## src/rtl/controller_ports.sv

```systemverilog
// NES controller ports at $4016/$4017: strobe latch plus serial pad shift registers.
// Pad 2 is built only when CONTROLLER_PORTS_P2_EN is defined; otherwise $4017 reads return 8'h40.
module controller_ports (
  input  logic        i_clk,
  input  logic        i_reset,
  input  logic        i_ce,
  input  logic [15:0] i_address,
  input  logic        i_rw,
  input  logic [7:0]  i_data,
  output logic [7:0]  o_data,
  output logic        o_data_en,
  input  logic [7:0]  i_buttons_p1,
  input  logic [7:0]  i_buttons_p2
);

  logic sel4016, sel4017;
  logic rd4016, rd4017, wr4016;

  assign sel4016 = (i_address == 16'h4016);
  assign sel4017 = (i_address == 16'h4017);
  assign rd4016  = i_ce &  i_rw & sel4016;
  assign rd4017  = i_ce &  i_rw & sel4017;
  assign wr4016  = i_ce & ~i_rw & sel4016;

  logic       strobe_q, strobe_d;
  logic [7:0] sr1_q, sr1_d;
  logic [3:0] cnt1_q, cnt1_d;

  // Reload is keyed on the registered strobe, so a write clearing it still reloads once.
  always_comb begin
    strobe_d = strobe_q;
    if (wr4016) begin
      strobe_d = i_data[0];
    end
  end

  always_comb begin
    sr1_d  = sr1_q;
    cnt1_d = cnt1_q;
    if (strobe_q) begin
      sr1_d  = i_buttons_p1;
      cnt1_d = 4'd0;
    end else if (rd4016) begin
      sr1_d  = {1'b1, sr1_q[7:1]};
      cnt1_d = (cnt1_q >= 4'd8) ? 4'd8 : cnt1_q + 4'd1;
    end
  end

  always_ff @(posedge i_clk or posedge i_reset) begin
    if (i_reset) begin
      strobe_q <= 1'b0;
      sr1_q    <= 8'hFF;
      cnt1_q   <= 4'd8;
    end else begin
      strobe_q <= strobe_d;
      sr1_q    <= sr1_d;
      cnt1_q   <= cnt1_d;
    end
  end

`ifdef CONTROLLER_PORTS_P2_EN
  logic [7:0] sr2_q, sr2_d;
  logic [3:0] cnt2_q, cnt2_d;

  always_comb begin
    sr2_d  = sr2_q;
    cnt2_d = cnt2_q;
    if (strobe_q) begin
      sr2_d  = i_buttons_p2;
      cnt2_d = 4'd0;
    end else if (rd4017) begin
      sr2_d  = {1'b1, sr2_q[7:1]};
      cnt2_d = (cnt2_q >= 4'd8) ? 4'd8 : cnt2_q + 4'd1;
    end
  end

  always_ff @(posedge i_clk or posedge i_reset) begin
    if (i_reset) begin
      sr2_q  <= 8'hFF;
      cnt2_q <= 4'd8;
    end else begin
      sr2_q  <= sr2_d;
      cnt2_q <= cnt2_d;
    end
  end

  logic unused_ok;
  assign unused_ok = ^{i_data[7:1]};
`else
  logic unused_ok;
  assign unused_ok = ^{i_data[7:1], i_buttons_p2};
`endif

  // Upper bits model open-bus high byte of the address ($40) seen on real hardware.
  always_comb begin
    o_data    = 8'h00;
    o_data_en = 1'b0;
    if (rd4016) begin
      o_data_en = 1'b1;
      o_data    = {7'b0100000, strobe_q ? i_buttons_p1[0] : sr1_q[0]};
    end else if (rd4017) begin
      o_data_en = 1'b1;
`ifdef CONTROLLER_PORTS_P2_EN
      o_data    = {7'b0100000, strobe_q ? i_buttons_p2[0] : sr2_q[0]};
`else
      o_data    = 8'h40;
`endif
    end
  end

endmodule

```

## config.mk

```make
export PLATFORM = sky130hd
export DESIGN_NAME = controller_ports
export DESIGN_NICKNAME = d
export VERILOG_FILES = /design/src/rtl/controller_ports.sv
export SDC_FILE = /design/constraint.sdc
export NUM_CORES = 1
export LEC_CHECK = 0
export CAP_MARGIN = 25
export CORE_ASPECT_RATIO = 0.9
export CORE_MARGIN = 2
export CORE_UTILIZATION = 31
export CTS_CLUSTER_DIAMETER = 80
export DETAILED_ROUTE_END_ITERATION = 10
export HOLD_SLACK_MARGIN = 0.15
export PLACE_DENSITY = 0.89
export SETUP_SLACK_MARGIN = 0.2
export SLEW_MARGIN = 20
export SYNTH_ARGS = -nofsm -noshare
export SYNTH_HDL_FRONTEND = slang
export SYNTH_SLANG_ARGS = --single-unit
```

## constraint.sdc

```tcl
create_clock -name i_clk -period 2.4 [get_ports i_clk]
set_input_delay 0.6 -clock i_clk [delete_from_list [all_inputs] [get_ports i_clk]]
set_output_delay 0.6 -clock i_clk [all_outputs]
set_load 0.1 [all_outputs]
```

Word-level counts from Yosys, hierarchy flattened
Index checks and enable logic that the tools add are counted.

operators by class
  mux-type cells = 7
  bitwise gates (word level) = 6
  reductions and logical operators = 1
  equal/unequal tests = 2

operators with widths
  kind                                              count
  == test 16 x 15 -> 1 bit (second input constant)  2
  2-to-1 mux 8 bit                                  2
  2-to-1 mux 7 bit                                  2
  AND 1 bit                                         5
  2-to-1 mux 1 bit                                  3
  nonzero test 2 bit                                1
  NOT 1 bit                                         1

word-level totals
  output and inout bits = 9
  register bits = 9
  word-level logic and storage cells = 18

Depth between registers and ports, before layout
  depth in word-level cells = 4
  gate-level depth with buffers = 5

Least setup slack after synthesis
OpenSTA, ideal clock, no wires.

  kind = input port to output port
  from = in i_address[5]
  to = out o_data[0]
  arrival = 2,407 ps
  setup slack = -607 ps
  cell stages on the path = 5
  cells stage by stage = nor4b_2 > and4_1 > buf_4 > and2_4 > and3_1

on the way
  longest elaborated chain between the ends = 3

RTL lines
  element                   line  source
  start: declaration        7     input logic [15:0] i_address,
  == test 16 x 15 -> 1 bit  19    assign sel4016 = (i_address == 16'h4016);
  AND 1 bit                 21    assign rd4016 = i_ce & i_rw & sel4016;
  2-to-1 mux 7 bit          98    if (rd4016) begin
  end: declaration          10    output logic [7:0] o_data,

No other way between the ends.

Worst setup path in the final report
  from = in i_address[6]
  to = out o_data[0]

Same word-level chain as after synthesis.

==> reports/summary.txt <==
fin. max-slew vios -> 0
die height -> 46.92 microns
drt wl/cell -> 12.74 microns
CP max FO -> 2
GRT Total Usage -> 16.18%
crit end category -> output port
Final Hold Vio Count -> 0
largest net degree at the start of global routing -> 18
CTS clk-pin slew, worst paths -> 0.06 ns
Syn. warnings -> 0
Hold WC Path Type -> reg -> reg
crit start category -> input pin
global-route wire length before repair -> 2753 microns
vias in the first global route -> 596
initial antenna violation count -> 0
combinational group share of total power -> 27.6%
CP max stage delay -> 0.28 ns
RR Endpoint -> strobe_q$_DFFE_PP0P_
WHS Endpoint -> sr1_q[6]$_DFFE_PP1P_
internal power -> 257.1 uW
Area after DPL -> 0.001025 sq mm
later-pin clock latency in the skew report -> 0.25 ns
clk root buf -> clkbuf_4
Clk network pwr share -> 30.7%
Final min period -> 2.317 ns
RSZ-0062 raised after global routing -> yes
total CTS buffers -> 3
Initial DRC Count -> 19
Max H-tree Level -> 1
Core Box Area -> 0.001933 sq mm
Total Nets Final -> 148
I/O Buffers -> 31
Tot Pwr -> 368.9 uW
Max Cap Violations -> 0
Synth cell types -> 23
Setup CP Type -> in -> out
post-synthesis cell count -> 66
final setup fails -> 0
Final Instance Area -> 0.001020 sq mm
f_max -> 0.4315 GHz
# DRC -> 0
clock tree sinks -> 9
Seq/Total Area, Yosys -> 37.08%
DIE WIDTH -> 51.69 microns
GPL Wtd Cong -> 0.7736
total gr overflow -> 0
Area contributors post-synth -> dfstp_2, buf_4, nor2b_1, a21oi_1, o21ai_0
WP buf/inv -> 2
hold path depth -> 2
die footprint -> 0.002425 sq mm
Ports -> 53
Critical Path RT -> 1.80 ns
Lkg Pwr -> 0.4220 nW
Clock Skew -> 0.0008157 ns
vias per cell -> 4.789
Worst EP arrival -> 1.72 ns
Initial DRT Pass Iterations -> 4
R2R Setup Slk -> 1.40 ns
Syn Area/Cell -> 9.611 sq um
switching power total -> 111.8 uW
Finished Layout Cells -> 128
DP HPWL -> 1345 microns
TritonCTS clock tree -> yes
Tcrit/Tclk final -> 96.55%
diode count -> 0
beginning of the worst hold path -> sr1_q[6]$_DFFE_PP1P_
Rows -> 15
area growth from synthesis to layout -> 60.75%
Vias -> 613
power per standard cell area -> 361.8 mW/mm^2
Worst R2R Path Depth -> 2
slowest library cell on the worst path -> nor4b_4
share of the synthesized area in the top cell type -> 33.14%
switching share of power -> 30.30%
Post-Syn Area -> 634.4 sq um
Yosys reg bits -> 9
Final TNS setup -> 0 ns
antenna-violating nets left -> 0
CTS Hold Bufs -> 0
Reg-to-Reg Start -> strobe_q$_DFFE_PP0P_
sequential share of power -> 41.7%
worst IR drop on VDD -> 276.0 uV
largest delay contributor family on the critical path -> simple AND/OR/NAND/NOR gates
placed insts -> 123
status -> finished clean
Clock Path Buffers -> 2
cell accounting for the most synthesized area -> dfstp_2
crit-path cells -> buf_6, nor4b_4, and4_1, and2_4, and3_4, buf_12
layout cells sized above 1 -> 38.83%
WL final -> 1631 microns
Starting Density -> 32.82%
per-layer routing:
layer	global-route usage [%]	vias to the layer above	part of all wire, %
met3	6.051	2	6.4
met1	19.80	276	42
met4	3.158	0	0.25
met5	0	-	0
met2	27.95	31	51
li1	-	304	-
metrics by stage:
step	worst slack, ns	hold slack, ns	util, %
after floorplan	-0.1638	0.4222	-
after CTS	0.07434	0.4930	52.75
after detailed placement	-0.3070	0.4838	53.01
after global routing	0.002674	0.5079	52.75
after global placement	-0.2778	0.4722	53.01
final	0.08277	0.4926	52.75
cell usage after synthesis:
cell type	number
a21oi_1	8
buf_4	8
dfstp_2	8
nor2b_1	8
o21ai_0	8
a41oi_1	4
a31oi_1	3
inv_1	2
nand2_1	2
nor4b_2	2
and2_4	1
and3_1	1
and4_1	1
and4bb_2	1
buf_1	1
clkbuf_1	1
conb_1	1
dfrtp_1	1
mux2_1	1
mux2_2	1
nand4_1	1
nor3_2	1
nor4b_4	1
cell type report:
type,count,area [sq um]
sequential,9,235.2
timing repair buffer,38,354.1
fill,179,913.4
inverter,2,7.507
multi-input combinational,50,365.4
tap,25,31.28
clock buffer,4,26.28
cells by family (layout without fill, tap and decap cells):
logic type | count (synthesis) | in the layout | share of synthesized area (%)
AOI/OAI and AO/OA | 23 | 23 | 21.10
and+or+nand+nor | 19 | 19 | 25.84
buffers and inverters | 12 | 44 | 11.83
DFF | 9 | 9 | 37.08
muxes | 2 | 2 | 3.550
other | 1 | 6 | 0.5911
worst max path at each step:
stage / startpoint / endpoint / cells after the start
after floorplan: i_address[5] / o_data[0] / 5
after global placement: i_address[5] / o_data[0] / 6
after detailed placement: i_address[13] / o_data[0] / 6
after CTS: i_address[6] / o_data[0] / 6
after global routing: i_address[6] / o_data[0] / 6
final: i_address[6] / o_data[0] / 6
registers in the layout, summed over array words and instances, names as in the netlist:
register  flops
sr1_q         8
strobe_q      1
power groups by stage:
stage | clock network (mW) | logic [mW] | registers (mW)
floorplan | 0 | 0.0602 | 0.156
global placement | 0 | 0.108 | 0.156
detailed placement | 0 | 0.110 | 0.156
CTS | 0.120 | 0.102 | 0.154
global route | 0.129 | 0.107 | 0.154
finish | 0.113 | 0.102 | 0.154
cell usage in the layout, fill, tap and decap left out, drive strengths merged:
master          n
a21oi           8
a31oi           3
a41oi           4
and2            1
and3            1
and4            1
and4bb          1
buf            21
clkbuf          4
clkdlybuf4s15   3
clkdlybuf4s50  12
conb            6
dfrtp           1
dfstp           8
dlygate4sd2     2
inv             2
mux2            2
nand2           2
nand4           1
nor2b           8
nor3            1
nor4b           3
o21ai           8
tightest hold or removal path: cells and delay by family, from the launching register on:
kind           cells  cell delay [ns]
flip-flops         1             0.36
AO/OA/AOI/OAI      2             0.12
repair_timing:
item / in CTS / in global routing
pin swaps: 6 / 0
setup endpoints to repair: 3 / 3
buffers inserted: 1 / 0
resized for setup: 53 / 0
(Power assumes the default switching activity.)
